==> src/rtl/tft_cmd_pkg.sv <==
// Shared definitions for the TFT SPI receiver: command codes, parser states
// and RGB565 field widths.
package tft_cmd_pkg;

    localparam logic [7:0] CMD_CASET = 8'h2A;
    localparam logic [7:0] CMD_PASET = 8'h2B;
    localparam logic [7:0] CMD_RAMWR = 8'h2C;

    localparam int RED_W   = 5;
    localparam int GREEN_W = 6;
    localparam int BLUE_W  = 5;
    localparam int PIXEL_W = RED_W + GREEN_W + BLUE_W;

    typedef enum logic [2:0] {
        ST_IDLE,
        ST_CASET,
        ST_PASET,
        ST_RAMWR_HI,
        ST_RAMWR_LO,
        ST_SKIP
    } parser_state_t;

endpackage

==> src/rtl/tft_spi_receiver_if.sv <==
// Bus bundle between a TFT SPI source/monitor (master) and the receiver (slave).
interface tft_spi_receiver_if #(
    parameter int COORD_W = 9
);
    logic               tft_clk;
    logic               tft_mosi;
    logic               tft_dc;
    logic               tft_cs;
    logic               byte_valid;
    logic [7:0]         byte_data;
    logic               byte_dc;
    logic               cmd_valid;
    logic [7:0]         cmd_code;
    logic               pixel_valid;
    logic [COORD_W-1:0] pixel_x;
    logic [COORD_W-1:0] pixel_y;
    logic [15:0]        pixel_color;
    logic               frame_done;

    modport master (
        output tft_clk, tft_mosi, tft_dc, tft_cs,
        input  byte_valid, byte_data, byte_dc, cmd_valid, cmd_code,
        input  pixel_valid, pixel_x, pixel_y, pixel_color, frame_done
    );

    modport slave (
        input  tft_clk, tft_mosi, tft_dc, tft_cs,
        output byte_valid, byte_data, byte_dc, cmd_valid, cmd_code,
        output pixel_valid, pixel_x, pixel_y, pixel_color, frame_done
    );
endinterface

==> src/rtl/spi_byte_deserializer.sv <==
// Brings the asynchronous SPI pins into the clk domain and assembles MSB-first
// bytes on each rising edge of the synchronised SPI clock (mode 0).
module spi_byte_deserializer #(
    parameter int USE_CS = 0
) (
    input  logic       clk,
    input  logic       rst,
    input  logic       i_tftClk,
    input  logic       i_tftMosi,
    input  logic       i_tftDc,
    input  logic       i_tftCs,
    output logic       o_byteValid,
    output logic [7:0] o_byteData,
    output logic       o_byteDc
);

    logic [2:0] r_clkSync;
    logic [1:0] r_mosiSync;
    logic [1:0] r_dcSync;
    logic [1:0] r_csSync;
    logic [2:0] r_bitCnt;
    logic [6:0] r_shift;
    logic       r_byteValid;
    logic [7:0] r_byteData;
    logic       r_byteDc;
    logic       w_rise;
    logic       w_csActive;

    // Synchronisers are left unreset so a high tft_clk at reset release cannot fake an edge.
    always_ff @(posedge clk) begin
        r_clkSync  <= {r_clkSync[1:0], i_tftClk};
        r_mosiSync <= {r_mosiSync[0], i_tftMosi};
        r_dcSync   <= {r_dcSync[0], i_tftDc};
        r_csSync   <= {r_csSync[0], i_tftCs};
    end

    assign w_rise     = r_clkSync[1] & ~r_clkSync[2];
    assign w_csActive = (USE_CS == 0) || !r_csSync[1];

    always_ff @(posedge clk) begin
        if (!rst) begin
            r_bitCnt    <= 3'd0;
            r_shift     <= 7'd0;
            r_byteValid <= 1'b0;
            r_byteData  <= 8'd0;
            r_byteDc    <= 1'b0;
        end else begin
            r_byteValid <= 1'b0;
            if (!w_csActive) begin
                r_bitCnt <= 3'd0;
            end else if (w_rise) begin
                r_shift  <= {r_shift[5:0], r_mosiSync[1]};
                r_bitCnt <= r_bitCnt + 3'd1;
                if (r_bitCnt == 3'd7) begin
                    r_byteValid <= 1'b1;
                    r_byteData  <= {r_shift, r_mosiSync[1]};
                    r_byteDc    <= r_dcSync[1];
                end
            end
        end
    end

    assign o_byteValid = r_byteValid;
    assign o_byteData  = r_byteData;
    assign o_byteDc    = r_byteDc;

endmodule

==> src/rtl/tft_spi_receiver.sv <==
// Decodes the received byte stream (CASET/PASET/RAMWR) into windowed RGB565
// pixel writes; command/pixel strobes coincide with the byte strobe.
module tft_spi_receiver
    import tft_cmd_pkg::*;
#(
    parameter int WIDTH   = 240,
    parameter int HEIGHT  = 320,
    parameter int COORD_W = 9,
    parameter int USE_CS  = 0
) (
    input logic               clk,
    input logic               rst,
    tft_spi_receiver_if.slave bus
);

    logic               w_byteValid;
    logic [7:0]         w_byteData;
    logic               w_byteDc;
    logic [COORD_W-1:0] w_paramVal;
    logic               w_cmdValid, w_pixelValid, w_frameDone;

    parser_state_t      r_state, w_stateNext;
    logic [2:0]         r_paramIdx, w_paramIdxNext;
    logic [7:0]         r_paramHi, w_paramHiNext;
    logic [7:0]         r_pixHi, w_pixHiNext;
    logic [COORD_W-1:0] r_xs, r_xe, r_ys, r_ye, r_x, r_y;
    logic [COORD_W-1:0] w_xsNext, w_xeNext, w_ysNext, w_yeNext, w_xNext, w_yNext;
    logic [7:0]         r_cmdCode;
    logic [PIXEL_W-1:0] r_lastColor;

    spi_byte_deserializer #(.USE_CS(USE_CS)) u_deser (
        .clk        (clk),
        .rst        (rst),
        .i_tftClk   (bus.tft_clk),
        .i_tftMosi  (bus.tft_mosi),
        .i_tftDc    (bus.tft_dc),
        .i_tftCs    (bus.tft_cs),
        .o_byteValid(w_byteValid),
        .o_byteData (w_byteData),
        .o_byteDc   (w_byteDc)
    );

    assign w_paramVal = COORD_W'({r_paramHi, w_byteData});

    always_comb begin
        w_stateNext    = r_state;
        w_paramIdxNext = r_paramIdx;
        w_paramHiNext  = r_paramHi;
        w_pixHiNext    = r_pixHi;
        w_xsNext       = r_xs;
        w_xeNext       = r_xe;
        w_ysNext       = r_ys;
        w_yeNext       = r_ye;
        w_xNext        = r_x;
        w_yNext        = r_y;
        w_cmdValid     = 1'b0;
        w_pixelValid   = 1'b0;
        w_frameDone    = 1'b0;
        if (w_byteValid && !w_byteDc) begin
            w_cmdValid     = 1'b1;
            w_paramIdxNext = 3'd0;
            case (w_byteData)
                CMD_CASET: w_stateNext = ST_CASET;
                CMD_PASET: w_stateNext = ST_PASET;
                CMD_RAMWR: begin
                    w_stateNext = ST_RAMWR_HI;
                    w_xNext     = r_xs;
                    w_yNext     = r_ys;
                end
                default:   w_stateNext = ST_SKIP;
            endcase
        end else if (w_byteValid) begin
            case (r_state)
                ST_CASET, ST_PASET: begin
                    // Parameters past the fourth leave the window untouched.
                    if (r_paramIdx < 3'd4) begin
                        w_paramIdxNext = r_paramIdx + 3'd1;
                        case (r_paramIdx)
                            3'd1: if (r_state == ST_CASET) w_xsNext = w_paramVal;
                                  else w_ysNext = w_paramVal;
                            3'd3: if (r_state == ST_CASET) w_xeNext = w_paramVal;
                                  else w_yeNext = w_paramVal;
                            default: w_paramHiNext = w_byteData;
                        endcase
                    end
                end
                ST_RAMWR_HI: begin
                    w_pixHiNext = w_byteData;
                    w_stateNext = ST_RAMWR_LO;
                end
                ST_RAMWR_LO: begin
                    w_pixelValid = 1'b1;
                    w_frameDone  = (r_x == r_xe) && (r_y == r_ye);
                    w_stateNext  = ST_RAMWR_HI;
                    if (r_x == r_xe) begin
                        w_xNext = r_xs;
                        w_yNext = (r_y == r_ye) ? r_ys : r_y + COORD_W'(1);
                    end else begin
                        w_xNext = r_x + COORD_W'(1);
                    end
                end
                default: ;
            endcase
        end
    end

    always_ff @(posedge clk) begin
        if (!rst) begin
            r_state     <= ST_IDLE;
            r_paramIdx  <= 3'd0;
            r_paramHi   <= 8'd0;
            r_pixHi     <= 8'd0;
            r_xs        <= '0;
            r_xe        <= COORD_W'(WIDTH - 1);
            r_ys        <= '0;
            r_ye        <= COORD_W'(HEIGHT - 1);
            r_x         <= '0;
            r_y         <= '0;
            r_cmdCode   <= 8'd0;
            r_lastColor <= '0;
        end else begin
            r_state    <= w_stateNext;
            r_paramIdx <= w_paramIdxNext;
            r_paramHi  <= w_paramHiNext;
            r_pixHi    <= w_pixHiNext;
            r_xs       <= w_xsNext;
            r_xe       <= w_xeNext;
            r_ys       <= w_ysNext;
            r_ye       <= w_yeNext;
            r_x        <= w_xNext;
            r_y        <= w_yNext;
            if (w_cmdValid)   r_cmdCode   <= w_byteData;
            if (w_pixelValid) r_lastColor <= {r_pixHi, w_byteData};
        end
    end

    assign bus.byte_valid  = w_byteValid;
    assign bus.byte_data   = w_byteData;
    assign bus.byte_dc     = w_byteDc;
    assign bus.cmd_valid   = w_cmdValid;
    assign bus.cmd_code    = w_cmdValid ? w_byteData : r_cmdCode;
    assign bus.pixel_valid = w_pixelValid;
    assign bus.pixel_x     = r_x;
    assign bus.pixel_y     = r_y;
    assign bus.pixel_color = w_pixelValid ? {r_pixHi, w_byteData} : r_lastColor;
    assign bus.frame_done  = w_frameDone;

endmodule
==> src/flat_wrapper.sv <==
// flat-port wrapper written by rule: the top's interface ports become plain ports
module tft_spi_receiver_flat import tft_cmd_pkg::*;
#(
    parameter int WIDTH   = 240,
    parameter int HEIGHT  = 320,
    parameter int COORD_W = 9,
    parameter int USE_CS  = 0
)
  (clk, rst, bus_tft_clk, bus_tft_mosi, bus_tft_dc, bus_tft_cs, bus_byte_valid, bus_byte_data, bus_byte_dc, bus_cmd_valid, bus_cmd_code, bus_pixel_valid, bus_pixel_x, bus_pixel_y, bus_pixel_color, bus_frame_done);
  tft_spi_receiver_if #(.COORD_W(COORD_W)) bus_i ();
  input logic clk;
  input logic rst;
  input wire logic [$bits(bus_i.tft_clk)-1:0] bus_tft_clk;
  input wire logic [$bits(bus_i.tft_mosi)-1:0] bus_tft_mosi;
  input wire logic [$bits(bus_i.tft_dc)-1:0] bus_tft_dc;
  input wire logic [$bits(bus_i.tft_cs)-1:0] bus_tft_cs;
  output wire logic [$bits(bus_i.byte_valid)-1:0] bus_byte_valid;
  output wire logic [$bits(bus_i.byte_data)-1:0] bus_byte_data;
  output wire logic [$bits(bus_i.byte_dc)-1:0] bus_byte_dc;
  output wire logic [$bits(bus_i.cmd_valid)-1:0] bus_cmd_valid;
  output wire logic [$bits(bus_i.cmd_code)-1:0] bus_cmd_code;
  output wire logic [$bits(bus_i.pixel_valid)-1:0] bus_pixel_valid;
  output wire logic [$bits(bus_i.pixel_x)-1:0] bus_pixel_x;
  output wire logic [$bits(bus_i.pixel_y)-1:0] bus_pixel_y;
  output wire logic [$bits(bus_i.pixel_color)-1:0] bus_pixel_color;
  output wire logic [$bits(bus_i.frame_done)-1:0] bus_frame_done;
  assign bus_i.tft_clk = bus_tft_clk;
  assign bus_i.tft_mosi = bus_tft_mosi;
  assign bus_i.tft_dc = bus_tft_dc;
  assign bus_i.tft_cs = bus_tft_cs;
  assign bus_byte_valid = bus_i.byte_valid;
  assign bus_byte_data = bus_i.byte_data;
  assign bus_byte_dc = bus_i.byte_dc;
  assign bus_cmd_valid = bus_i.cmd_valid;
  assign bus_cmd_code = bus_i.cmd_code;
  assign bus_pixel_valid = bus_i.pixel_valid;
  assign bus_pixel_x = bus_i.pixel_x;
  assign bus_pixel_y = bus_i.pixel_y;
  assign bus_pixel_color = bus_i.pixel_color;
  assign bus_frame_done = bus_i.frame_done;
  tft_spi_receiver #(.WIDTH(WIDTH), .HEIGHT(HEIGHT), .COORD_W(COORD_W), .USE_CS(USE_CS)) u_core (.clk(clk), .rst(rst), .bus(bus_i));
endmodule
==> config.mk <==
export PLATFORM = sky130hd
export DESIGN_NAME = tft_spi_receiver_flat
export DESIGN_NICKNAME = d
export VERILOG_FILES = /design/src/rtl/tft_cmd_pkg.sv /design/src/rtl/tft_spi_receiver_if.sv /design/src/rtl/spi_byte_deserializer.sv /design/src/rtl/tft_spi_receiver.sv /design/src/flat_wrapper.sv
export SDC_FILE = /design/constraint.sdc
export NUM_CORES = 1
export LEC_CHECK = 0
export BUFFER_PORTS_ARGS = -buffer_cell sky130_fd_sc_hd__clkbuf_2
export CELL_PAD_IN_SITES_DETAIL_PLACEMENT = 1
export CELL_PAD_IN_SITES_GLOBAL_PLACEMENT = 1
export CORE_MARGIN = 2
export CORE_UTILIZATION = 30
export CTS_BUF_LIST = sky130_fd_sc_hd__clkbuf_8 sky130_fd_sc_hd__clkbuf_16
export DETAILED_ROUTE_END_ITERATION = 6
export PLACE_DENSITY_LB_ADDON = 0.1
export SYNTH_ARGS = -nofsm -noshare
export SYNTH_HDL_FRONTEND = slang
export SYNTH_SLANG_ARGS = --single-unit
export TNS_END_PERCENT = 1
==> constraint.sdc <==
create_clock -name clk -period 2.4 [get_ports clk]
set_clock_uncertainty 0.15 [all_clocks]
set_input_delay 0.12 -clock clk [delete_from_list [all_inputs] [get_ports clk]]
set_output_delay 0.12 -clock clk [all_outputs]
set_load 0.05 [all_outputs]
* Word level (Yosys, flattened, before mapping)
Cells that the tools add are included.
Storage, ports and cells: memories kept 0, register bits after elaboration 120, output and inout port bits 55, input port bits 6, latch bits 0, memory bits (writable) 0, logic and storage cells 91, memory bits (read-only) 0
Operators by class: reductions and logical operators 22, multiply operators 0, shift-type cells 0, add/sub/neg operators 4, divide/modulo/power cells 0, equal/unequal tests 13, muxes and demuxes 25, bitwise logic cells 6, order comparisons 1
Operators by type and width (number):
- $mux W9 | 11
- $eq A8 B6 Y1 const B | 3
- $reduce_and A6 Y1 | 4
- $add A9 B1 Y9 const B | 2
- $eq A9 B9 Y1 | 2
- $mux W16 | 1
- $eq A3 B2 Y1 const B | 3
- $pmux W3 S3 | 1
- $reduce_and A3 Y1 | 3
- $mux W1 | 8
- $mux W8 | 1
- $add A3 B1 Y3 const B | 2
- $eq A3 B1 Y1 const B | 2
- $eq A3 B3 Y1 const B | 2
- $mux W3 | 2
- $pmux W3 S2 | 1
- $reduce_and A2 Y1 | 3
- $reduce_bool A2 Y1 | 3
- $reduce_or A2 Y1 | 3
- $not A1 Y1 | 5
- $reduce_and A5 Y1 | 1
- $reduce_and A4 Y1 | 1
- $lt A3 B3 Y1 const B | 1
- $reduce_bool A3 Y1 | 1
- 4 further kinds | 5

* Longest topological paths before layout
word-level depth 6, depth in mapped cells 8, gate-level depth less buffers 7

* By module
From an unflattened synthesis, not the netlist that was laid out.
Second synthesis, totals: cells, all modules 643, area total of the unflattened synthesis 5331.4 um^2
By module, submodules not included:
- tft_spi_receiver | cells an instance 547, sequential area each 1861.8 um^2, area an instance 4423.0 um^2, times used 1
- spi_byte_deserializer | cells an instance 96, sequential area each 540.5 um^2, area an instance 908.4 um^2, times used 1

* Least setup slack after synthesis
No wires, ideal clock.
kind reg-to-output, start register u_core.u_deser.r_byteValid, in the netlist u_core.u_deser.o_byteValid, end output port bus_frame_done, cell stages (with the launch flop) 8, slack -0.230 ns, path buffers 2, arrival 2.360 ns, cell sequence dfxtp_1 buf_4 nand2_1 nor3_2 buf_2 inv_1 nor4_1 and4_1
Between the ends: word-level cells in the longest chain between the ends 2, elaborated cells on any way between the ends 3, classes of those cells 2 x mux; 1 x reduce/logical
RTL lines:
- from (decl) | RTL line spi_byte_deserializer.sv:23 | logic r_byteValid;
- from (signal assigned) | RTL line spi_byte_deserializer.sv:44 | r_byteValid <= 1'b0;
- from (signal assigned) | RTL line spi_byte_deserializer.sv:48 | r_byteValid <= 1'b0;
- from (signal assigned) | RTL line spi_byte_deserializer.sv:55 | r_byteValid <= 1'b1;
- $mux W1 / $logic_and A1 B1 Y1 (equally long branches) | RTL line tft_spi_receiver.sv:72, tft_spi_receiver.sv:59
- $mux W1 (*) | RTL line tft_spi_receiver.sv:59 | if (w_byteValid && !w_byteDc) begin
- to (decl) | RTL line flat_wrapper.sv:26 | output wire logic [$bits(bus_i.frame_done)-1:0] bus_frame_done;
Mark *: on every way between the ends. The rest lies on a longest branch, timed or not.

* Worst setup path in the final report
start register u_core.r_state[0], end output port bus_pixel_color[1]
Between the ends: word-level cells in the longest chain between the ends 5
RTL lines:
- from (decl) | RTL line tft_spi_receiver.sv:22 | parser_state_t r_state, w_stateNext;
- from (signal assigned) | RTL line tft_spi_receiver.sv:122 | r_state <= w_stateNext;
- $eq A3 B3 Y1 | RTL line tft_spi_receiver.sv:73 | case (r_state)
- $mux W1 | RTL line tft_spi_receiver.sv:73
- $mux W1 | RTL line tft_spi_receiver.sv:72 | end else if (w_byteValid) begin
- $mux W1 | RTL line tft_spi_receiver.sv:59
- $mux W16 | RTL line tft_spi_receiver.sv:145 | assign bus.pixel_color = w_pixelValid ? {r_pixHi, w_byteData} : r_lastColor;
- to (decl) | RTL line flat_wrapper.sv:25 | output wire logic [$bits(bus_i.pixel_color)-1:0] bus_pixel_color;
No other way between the ends.

==> flow_metrics.env <==
export IMPL_yosysSeqAreaShare_pct=45.14
export IMPL_antennaDiodeCount=0
export IMPL_arrival_ns=2.05
export IMPL_gp_congestion=0.7614
export IMPL_initial_core_util_pct=30.77
export IMPL_muxShareOfSynthArea_pct=13.17
export IMPL_r2r_start="u_core.bus.pixel_x[7]"
export IMPL_path_cells="nand2b_4, nor3_4, buf_12, mux2_2, clkbuf_2"
export IMPL_cts_buffer_depth=2
export IMPL_grt_pass1_vias=4384
export IMPL_seq_area_um2=2407
export IMPL_die_h_um=137.2
export IMPL_setup_viol=0
export IMPL_ant_nets=0
export IMPL_dr_first_iter_drc_count=178
export IMPL_filler_cell_count=2004
export IMPL_route_vias_total=4310
export IMPL_clk_pin_slew_worst_paths_ns=0.05
export IMPL_r2r_end="u_core.bus.pixel_y[5]"
export IMPL_grt_max_degree=71
export IMPL_drc_errors=0
export IMPL_tightest_slew_ns=0.8750
export IMPL_overflow=0
export IMPL_ys_warn_count=0
export IMPL_hold_path_class="in2reg"
export IMPL_critPathTopFamily="simple AND/OR/NAND/NOR gates"
export IMPL_grt_pass1_wl_um=23660
export IMPL_htree_levels=4
export IMPL_leakage_uw=0.002917
export IMPL_io_pins=61
export IMPL_finalCritPeriodShare_pct=96.78
export IMPL_rsz0062_at_grt="yes"
export IMPL_cts_buffers=17
export IMPL_status="complete, no violations"
export IMPL_syn_inst=581
export IMPL_grtUsageMet3_pct=4.452
export IMPL_drive_gt1_share_pct=24.11
export IMPL_crit_end="bus_pixel_color[1]"
export IMPL_synth_area_um2=5321
export IMPL_die_area_um2=18820
export IMPL_syn_area_per_cell_um2=9.159
export IMPL_core_um2=17300
export IMPL_stdcell_count=897
export IMPL_antenna_found_initial=0
export IMPL_finalMaxSlewViolations=0
export IMPL_crit_type="reg2out"
export IMPL_cts_tree="done"
export IMPL_synth_adder_area_share_pct=1.646
export IMPL_post_drt_wl_per_cell_um=16.76
export IMPL_cp_end_kind="output port"
export IMPL_synthArstFlopShare_pct=0
export IMPL_ir_drop_mv=0.4802
export IMPL_clockRootBuffer="clkbuf_16"
export IMPL_dp_cells=862
export IMPL_cp_start_kind="flop"
export IMPL_clk_latency_ns=0.41
export IMPL_synthDominantCellAreaShare_pct=45.14
export IMPL_synth_edf_count=0
export IMPL_nets=673
export IMPL_clock_sinks=120
export IMPL_crit_slowest_cell="mux2_2"
export IMPL_timing_final_hold_violations=0
export IMPL_reg2reg_slack_ns=0.20
export IMPL_crit_buf_inv=2
export IMPL_grt_use_met1_pct=21.48
export IMPL_grt_usage_pct=16.83
export IMPL_max_stage_delay_ns=0.37
export IMPL_hpwl_um=10040
export IMPL_critPathLaunch="u_core.r_state[0]"
export IMPL_fmax_ghz=0.4305
export IMPL_io_buffers=59
export IMPL_synth_compound_area_share_pct=10.06
export IMPL_die_width_um=137.2
export IMPL_setup_tns_ns=0
export IMPL_synth_ff_type="dfxtp_1"
export IMPL_pre_cts_slack_ns=0.1746
export IMPL_rows=48
export IMPL_grt_use_met2_pct=27.78
export IMPL_slew_headroom_pct=41.66
export IMPL_routed_via_density=4.805
export IMPL_synth_seq_cells=120
export IMPL_multi_input_area_um2=2738
export IMPL_drt_pre_antenna_iters=4
export IMPL_power_density_nw_per_um2=724.9
export IMPL_yosys_area_share_simple_pct=22.50
export IMPL_max_cap_viol_count=0
export IMPL_cp_required_ns=2.13
export IMPL_grt_busiest_layer="met2"
export IMPL_synthTopCellsByArea="dfxtp_1 (45%), mux2i_1 (9.8%), nand2_1 (6.8%)"
export IMPL_synthesis_nets=594
export IMPL_reg2reg_depth=6
export IMPL_finalPower_uw=4899
export IMPL_yosys_area_top_type="dfxtp_1"
export IMPL_setup_ws_ns=0.07727
export IMPL_worst_path_stages=5
export IMPL_areaGrowthSynthToFinish_pct=27.02
export IMPL_cp_max_fo=17
export IMPL_ys_types=50
export IMPL_fin_crit_ns=2.323
export IMPL_wl_um=15040
export IMPL_synth_top_family_by_area="simple AND/OR/NAND/NOR gates"
export IMPL_synth_xor_area_share_pct=3.456
cell usage after synthesis, types with 9 or more instances:
cell and number:
a21boi_0 22, a21oi_1 18, and2_1 26, buf_2 12, clkbuf_1 26, dfxtp_1 120, mux2_2 16, mux2i_1 52
nand2_1 96, nand3_1 24, nor2_1 17, nor2b_1 37, o21ai_0 15, xnor2_1 12, xor2_1 9
worst min path at each step:
stage / slack, ns / startpoint / endpoint / depth (start not counted)
6_report: 0.08 / rst / u_core.bus.pixel_x[1] / 3
5_1_grt: 0.1 / rst / u_core.r_xs[8] / 2
4_1_cts: 0.07 / rst / u_core.bus.pixel_x[1] / 3
3_5_place_dp: 0.07 / bus_tft_clk / u_core.u_deser.r_clkSync[0] / 1
3_3_place_gp: 0.07 / bus_tft_clk / u_core.u_deser.r_clkSync[0] / 1
2_1_floorplan: -0.002 / bus_tft_clk / u_core.u_deser.r_clkSync[0] / 0
metal layers:
metal / part of all wire [%] / up-vias
met2: 48 / 60
met5: 0 / -
met3: 2.8 / 20
li1: - / 2122
met1: 48 / 2108
met4: 1.4 / 0
area by class of cell:
class	count	share of cell area (%)
Clock inverter	11	2.629
Timing Repair Buffer	101	9.737
Tap cell	225	4.165
Multi-Input combinational cell	412	40.50
Inverter	8	0.4443
Clock buffer	20	6.905
Sequential cell	120	35.62
tightest hold or removal path: cells and delay by family:
family	cells	cell delay, ns
AOI/OAI and AO/OA	2	0.20
buffers and inverters	1	0.26
power by group:
part / total [uW] / internal, uW / switching (uW) / leakage (uW)
sequential: 2010 / 2000 / 7.06 / 0.000972
combinational: 79.4 / 31.7 / 47.7 / 0.00162
clock: 2810 / 1900 / 905 / 0.000328
stage by stage:
step / instance area (um^2) / hold WS [ns] / utilization (%)
after global placement: 6040 / 0.07236 / 34.92
after detailed placement: 6040 / 0.07480 / 34.92
after floorplan: 5324 / -0.002283 / -
after CTS: 6738 / 0.07238 / 38.95
after global routing: 6759 / 0.09837 / 39.08
final: 6759 / 0.08021 / 39.08
timing repair:
item	CTS	global route
setup endpoints to repair	17	21
pin swaps	1	1
setup buffers	1	0
hold buffers	3	0
hold endpoints to repair	3	0
cloned	0	0
gates resized for setup	5	7
kinds of logic (layout without fill, tap and decap cells):
logic type,Yosys count,count (layout)
AO/OA/AOI/OAI,81,81
XOR/XNOR,21,21
adder cells (fa/ha/maj),7,7
buffers and inverters,49,140
flip-flops,120,120
multiplexers,68,68
AND/OR/NAND/NOR,235,235
cell usage in the layout (no fill, tap or decap), types with 3 or more instances in the layout:
master         count
nand2b_4           3
clkbuf_8           3
dlygate4sd3_1      3
and2_1            26
o22ai_1            7
buf_4             37
o21ai_0           15
a21oi_1           18
a31oi_1            4
nor3_1             6
nor2_1            17
a21boi_0          22
clkbuf_16         17
clkbuf_2          57
ha_1               7
nand3_1           24
nand2_1           96
nand2b_1           4
mux2i_1           52
nand4_1            3
nor2b_1           37
xor2_1             9
dfxtp_2            4
mux2_2            16
bufinv_16          5
inv_1             10
buf_12             3
clkinv_2           4
dfxtp_1          116
xnor2_1           12
and3_1             3
registers in the layout, summed over array words and instances, names as in the netlist:
name and cells:
u_core.r_ys 9, u_core.r_xs 9, u_core.r_xe 9, u_core.bus.pixel_y 9, u_core.u_deser.o_byteData 8, u_core.bus.pixel_x 9, u_core.r_lastColor 16, u_core.r_pixHi 8
u_core.r_cmdCode 8, u_core.u_deser.r_mosiSync 2, u_core.u_deser.r_clkSync 3, u_core.u_deser.o_byteDc 1, u_core.r_paramHi 1, u_core.r_ye 9, u_core.u_deser.r_bitCnt 3, u_core.u_deser.r_shift 7
u_core.u_deser.o_byteValid 1, u_core.u_deser.r_dcSync 2, u_core.r_state 3, u_core.r_paramIdx 3
(Power assumes the default switching activity.)
